$ cat src/rtl/text_line_flusher.sv
// text_line_flusher: walks each glyph cell pixel by pixel and emits registered VGA plot commands.
module text_line_flusher #(
  parameter int CELL_W      = 8,
  parameter int CELL_H      = 10,
  parameter int CHAR_PITCH  = 10,
  parameter int MAX_CHARS   = 16,
  parameter bit TRANSPARENT = 1'b0
) (
  input  logic       clk,
  input  logic       resetn,
  input  logic       start_i,
  input  logic       hold_i,
  input  logic [7:0] origin_x_i,
  input  logic [7:0] origin_y_i,
  input  logic [4:0] char_count_i,
  input  logic [5:0] bg_colour_i,
  output logic [4:0] char_index_o,
  output logic [7:0] char_x_o,
  output logic [7:0] char_y_o,
  output logic [7:0] flush_x_o,
  output logic [7:0] flush_y_o,
  input  logic [5:0] glyph_colour_i,
  input  logic       glyph_enable_i,
  output logic [7:0] vga_x_o,
  output logic [7:0] vga_y_o,
  output logic [5:0] vga_colour_o,
  output logic       plot_o,
  output logic       busy_o,
  output logic       done_o
);
  localparam int CW = CELL_W > 1 ? $clog2(CELL_W) : 1;
  localparam int RW = CELL_H > 1 ? $clog2(CELL_H) : 1;
  localparam logic [CW-1:0] COL_LAST = CW'(CELL_W - 1);
  localparam logic [RW-1:0] ROW_LAST = RW'(CELL_H - 1);
  localparam logic [4:0] CNT_MAX = 5'(MAX_CHARS);
  typedef enum logic [1:0] {IDLE, SCAN, DRAIN, DONE} state_t;
  state_t state_q, state_d;
  logic [CW-1:0] col_q, col_d;
  logic [RW-1:0] row_q, row_d;
  logic [4:0] idx_q, idx_d, cnt_q, cnt_d, cnt_in;
  logic [7:0] cx_q, cx_d, oy_q, oy_d, vx_q, vx_d, vy_q, vy_d;
  logic [5:0] bg_q, bg_d, vc_q, vc_d;
  logic plot_q, plot_d, col_end, row_end, last;
  assign char_index_o = idx_q;
  assign char_x_o     = cx_q;
  assign char_y_o     = oy_q;
  assign flush_x_o    = cx_q + 8'(col_q);
  assign flush_y_o    = oy_q + 8'(row_q);
  assign vga_x_o      = vx_q;
  assign vga_y_o      = vy_q;
  assign vga_colour_o = vc_q;
  assign plot_o       = plot_q;
  assign busy_o       = state_q == SCAN || state_q == DRAIN;
  assign done_o       = state_q == DONE;
  assign cnt_in  = char_count_i > CNT_MAX ? CNT_MAX : char_count_i;
  assign col_end = col_q == COL_LAST;
  assign row_end = row_q == ROW_LAST;
  assign last    = col_end && row_end && idx_q == cnt_q - 5'd1;
  always_comb begin
    state_d = state_q;
    col_d   = col_q;
    row_d   = row_q;
    idx_d   = idx_q;
    cnt_d   = cnt_q;
    cx_d    = cx_q;
    oy_d    = oy_q;
    bg_d    = bg_q;
    vx_d    = vx_q;
    vy_d    = vy_q;
    vc_d    = vc_q;
    plot_d  = 1'b0;
    case (state_q)
      IDLE: if (start_i) begin
        state_d = cnt_in == 5'd0 ? DONE : SCAN;
        cnt_d   = cnt_in;
        cx_d    = origin_x_i;
        oy_d    = origin_y_i;
        bg_d    = bg_colour_i;
        col_d   = '0;
        row_d   = '0;
        idx_d   = '0;
      end
      SCAN: begin
        plot_d  = glyph_enable_i | ~TRANSPARENT;
        vx_d    = flush_x_o;
        vy_d    = flush_y_o;
        vc_d    = glyph_enable_i ? glyph_colour_i : bg_q;
        col_d   = col_end ? '0 : col_q + 1'b1;
        row_d   = col_end ? (row_end ? '0 : row_q + 1'b1) : row_q;
        idx_d   = col_end && row_end ? idx_q + 5'd1 : idx_q;
        cx_d    = col_end && row_end ? cx_q + 8'(CHAR_PITCH) : cx_q;
        state_d = last ? DRAIN : SCAN;
      end
      DRAIN:   state_d = DONE;
      default: state_d = IDLE;
    endcase
  end
  always_ff @(posedge clk) begin
    if (!resetn) begin
      state_q <= IDLE;
      col_q   <= '0;
      row_q   <= '0;
      idx_q   <= '0;
      cnt_q   <= '0;
      cx_q    <= '0;
      oy_q    <= '0;
      bg_q    <= '0;
      vx_q    <= '0;
      vy_q    <= '0;
      vc_q    <= '0;
      plot_q  <= 1'b0;
    end else if (!hold_i) begin
      state_q <= state_d;
      col_q   <= col_d;
      row_q   <= row_d;
      idx_q   <= idx_d;
      cnt_q   <= cnt_d;
      cx_q    <= cx_d;
      oy_q    <= oy_d;
      bg_q    <= bg_d;
      vx_q    <= vx_d;
      vy_q    <= vy_d;
      vc_q    <= vc_d;
      plot_q  <= plot_d;
    end
  end
endmodule

$ cat config.mk
export PLATFORM = sky130hd
export DESIGN_NAME = text_line_flusher
export DESIGN_NICKNAME = d
export VERILOG_FILES = /design/src/rtl/text_line_flusher.sv
export SDC_FILE = /design/constraint.sdc
export NUM_CORES = 1
export LEC_CHECK = 0
export ABC_AREA = 1
export BUFFER_PORTS_ARGS = -buffer_cell sky130_fd_sc_hd__buf_2
export CAP_MARGIN = 10
export CORE_UTILIZATION = 35
export DETAILED_ROUTE_END_ITERATION = 8
export PLACE_DENSITY = 0.61
export SLEW_MARGIN = 40
export SYNTH_ARGS = -nofsm -noshare
export SYNTH_HDL_FRONTEND = slang
export SYNTH_SLANG_ARGS = --single-unit
export TNS_END_PERCENT = 1
$ cat constraint.sdc
create_clock -name clk -period 3.7 [get_ports clk]
set_clock_uncertainty 0.05 [all_clocks]
set_input_delay 0.74 -clock clk [delete_from_list [all_inputs] [get_ports clk]]
set_output_delay 0.74 -clock clk [all_outputs]
set_load 0.01 [all_outputs]
== Word level (Yosys, flattened, before mapping) ==
Index checks and enable logic that the tools add are counted.
Storage, ports and cells
  input bits: 38
  output and inout bits: 62
  word-level logic and storage cells: 62
  register bits: 64
Cells by class
  $lt $le $gt $ge: 1
  add/subtract/negate cells: 7
  muxes and demuxes: 20
  eq/ne operators: 9
  reductions and logical operators: 12
  bitwise gates (word level): 1
Operators with widths (number)
  $mux W8: 2
  $pmux W8 S2: 1
  $mux W5: 3
  $mux W4: 3
  $pmux W5 S2: 1
  $add A8 B3 Y8: 1
  $add A8 B4 Y8: 1
  $add A8 B4 Y8 const B: 1
  $pmux W4 S2: 1
  $reduce_and A4 Y1: 2
  $mux W2: 3
  $mux W3: 2
  $mux W6: 1
  $pmux W2 S3: 1
  $pmux W3 S2: 1
  $reduce_and A3 Y1: 2
  $add A5 B1 Y5 const B: 1
  $eq A5 B5 Y1: 1
  $gt A5 B5 Y1 const B: 1
  $logic_not A5 Y1: 1
  $sub A5 B1 Y5 const B: 1
  $add A4 B1 Y4 const B: 1
  $eq A2 B2 Y1 const B: 2
  $eq A4 B4 Y1 const B: 1
  12 further kinds: 15

== Longest topological paths before layout ==
  word-level depth: 6
  depth in mapped cells: 12
  gate-level depth less buffers: 12

== Least setup slack after synthesis ==
No wires, ideal clock.
  kind: reg-to-output
  start: register row_q[0]
  end: output port flush_y_o[6]
  arrival time: 1579 ps
  slack: 1331 ps
  cell stages (with the launch flop): 7
  buffers on the path: 0
  required time: 2910 ps
  cells stage by stage: dfxtp_1 -> ha_1 -> inv_1 -> fa_1 -> o21ai_0 -> nand2_1 -> xor2_1
On the way
  cells in the longest elaborated chain, start to end: 1
Ends and longest elaborated chain
  start, declared: line 39  | logic [RW-1:0] row_q, row_d;
  start signal, assigned: line 115  | row_q <= row_d;
  $add A8 B4 Y8: line 48  | assign flush_y_o = oy_q + 8'(row_q);
  end, declared: line 21  | output logic [7:0] flush_y_o,
Every way passes these cells.

== Worst setup path after layout ==
Same ends and word-level chain as after synthesis.

==> flow_summary_export.csv <==
group,metric,value,unit
clocking,postCtsSetupBuffers,0,
floorplan,io_pins,100,
logic_synthesis,ys_ff_latch,64,
timing,period_minus_slack,2910,ps
finish,postLayoutCellArea,4140,sq um
global_route,grt_use_met2,30.5,%
floorplan,rows,35,
floorplan,core,9280,sq um
global_route,grt_use_met3,2.92,%
timing,fin_crit_sh,78.7,%
global_route,antenna_found_initial,0,
timing,fin_setup_tns,0,ps
global_route,grt.overflow.total,0,
placed_design,place_congestion,0.807,
global_route,grt_pass1_wl,14.2,mm
detailed_routing,drc_errors,0,
run,drv_cap,0,
timing,hold_viol,0,
clocking,root_buffer,"clkbuf_8",
timing,worstMarginPinSlew,539,ps
finish,fin_cells,697,
clocking,cts-resized-gates,0,
finish,n_fill_cell,980,
setup_path,cp.arrival,2120,ps
detailed_routing,wl_per_cell,12.7,um
setup_path,rr_worst_depth,7,
detailed_routing,dr.pass1.iters,4,
timing,setup_violations,0,
power_and_ir_drop,pwr_density_cell,388,nW/um^2
power_and_ir_drop,p_leak,2.12,nW
power_and_ir_drop,power.internal,1.09,mW
logic_synthesis,synth_area_per_cell,7.23,sq um
setup_path,cp_max_fo,6,
logic_synthesis,syn_nets,526,
placed_design,placed_cells,682,
detailed_routing,routed_wl,8.82,mm
power_and_ir_drop,combPwrFrac,19.0,%
hold_path,hp-class,"reg -> reg",
setup_path,worstSetupStartpointType,"flip-flop",
logic_synthesis,synth-seq-area-share,37.9,%
power_and_ir_drop,finalPower,1.60,mW
power_and_ir_drop,peakVddDrop,0.143,mV
logic_synthesis,synthesis.area,3380,sq um
global_route,met1_usage,22.6,%
power_and_ir_drop,p_switching,517,uW
detailed_routing,vias_per_cell,4.70,
clocking,clk_latency,340,ps
timing,fmax,344,MHz
global_route,track_usage,18.0,%
floorplan,fp.dieH,100,um
detailed_routing,vias,3277,
finish,nets,622,
clocking,clkSlewWorstSetupHoldPaths,70,ps
power_and_ir_drop,p_seq_share,47.8,%
power_and_ir_drop,p_clk_share,33.2,%
timing,relSlewSlack,64.1,%
power_and_ir_drop,sw_frac_of_total,32.2,%
logic_synthesis,ys_async_sr_fraction,0,%
setup_path,worstSetupEndpointType,"output pin",
detailed_routing,drt_iter0_drc,131,
setup_path,cp_data_required_time,2910,ps
logic_synthesis,synth_cells,468,
logic_synthesis,synth_edf_count,0,
clocking,cts_tree,"built",
clocking,hold_buffers,0,
finish,diodes,0,
clocking,cts.sinks,64,
placed_design,dp_hpwl,6.63,mm
floorplan,dieArea,10100,sq um
finish,syn_to_final_growth,22.4,%
setup_path,crit_type,"reg -> out",
detailed_routing,final_antenna_net_count,0,
finish,drive_gt1_share,24.1,%
floorplan,start_util,36.4,%
clocking,cts_buffer_depth,2,
logic_synthesis,ys_types,41,
global_route,gr-max-usage-layer,"met2",
timing,drv_slew,0,
hold_path,min_delay_path_depth,2,
logic_synthesis,yosysWarnings,0,
global_route,grt_max_degree,39,
logic_synthesis,synthFlopType,"dfxtp_1",
global_route,grt_pass1_vias,3064,
timing,rsz0062_at_grt,"no",
clocking,cts_htree_levels,3,
placed_design,placed_area,3970,sq um
outcome,status,"finished clean",
clocking,cts_buffers,9,
placed_design,io_buffers,99,
floorplan,die_w,100,um
==> power groups by stage <==
stage	clock, mW	sequential (mW)	combinational, mW
after floorplan	0	0.789	0.185
after global placement	0	0.782	0.303
after detailed placement	0	0.783	0.307
after CTS	0.549	0.767	0.308
after global routing	0.583	0.773	0.341
final	0.533	0.767	0.305
==> critical path, stage by stage, from the launching register on <==
cell and delay [ps]:
dfxtp_1 420, ha_1 210, inv_1 50, fa_1 400
o21ai_0 280, nand2_1 100, xor2_1 160, buf_2 160
==> synth_stat cells, types with 2 or more instances <==
cell type,number,area (sq um)
o21ai_0,46,230
nand3_1,18,90.1
a31oi_1,2,12.5
inv_1,54,203
ha_1,18,225
dfxtp_1,64,1280
nand4_1,2,12.5
clkbuf_1,7,26.3
nor2_1,70,263
a21oi_1,36,180
or2_2,2,12.5
buf_6,2,22.5
o21ai_1,4,20.0
fa_1,2,40.0
inv_2,4,15.0
nand2_1,87,327
nor2_4,3,33.8
xnor2_1,2,17.5
o22ai_1,4,25.0
xor2_1,14,123
nor3_1,2,10.0
buf_2,5,25.0
nor2_2,2,12.5
==> per-layer routing <==
layer | wire length, um | part of all wire [%] | up-vias
met3 | 429 | 4.9 | 10
met4 | 131 | 1.5 | 0
met1 | 4100 | 47 | 1490
met5 | 0 | 0 | -
li1 | - | - | 1694
met2 | 4150 | 47 | 83
==> layout by cell type (no fill, tap or decap), types with 3 or more instances in the layout <==
cell and n:
o21ai_0 46, nor2_4 3, dfxtp_1 64, inv_2 5, xor2_1 14, o21ai_1 4, nor2_1 70, nand2_1 87
inv_1 53, o22ai_1 4, buf_2 99, clkbuf_8 9, ha_1 18, a21oi_1 36, nand3_1 18
==> cells by family after synthesis <==
family | count (synthesis) | share of synthesized area, %
simple gates | 193 | 24.8
buf+inv | 75 | 9.14
xor+xnor | 16 | 4.14
compound gates | 100 | 16.2
flops | 64 | 37.9
fa+ha+maj | 20 | 7.84
==> layout make-up <==
cell class,instances,area (sq um),area share [%]
multi-input cells,329,1790,43.3
flip-flops and latches,64,1280,31.0
repair buffers,101,510,12.3
inverters,59,224,5.41
well taps,129,161,3.90
clock buffers,9,124,2.99
clock inverters,6,46.3,1.12
==> sequential cells by signal (all words and copies together) (netlist names), 4 cells and up <==
name	cells
char_x_o	8
vga_x_o	8
char_y_o	8
vga_colour_o	6
char_index_o	5
row_q	4
cnt_q	5
bg_q	6
vga_y_o	8
==> worst paths after layout <==
kind	to	slack, ps	start
min	plot_o	420	plot_o
max	flush_y_o[6]	790	row_q[0]
max reg2reg	vga_colour_o[1]	1290	state_q[1]
min reg2reg	plot_o	420	plot_o
==> through the flow <==
| step | hold WS, ps | utilization [%] | worst slack [ps] |
|---|---|---|---|
| global route | 461 | 44.6 | 597 |
| global placement | 400 | 42.7 | 1140 |
| CTS | 419 | 44.6 | 768 |
| detailed placement | 408 | 42.7 | 1100 |
| floorplan | 393 | - | 1330 |
| finish | 416 | 44.6 | 789 |
Power figures use the tool's default switching activity.
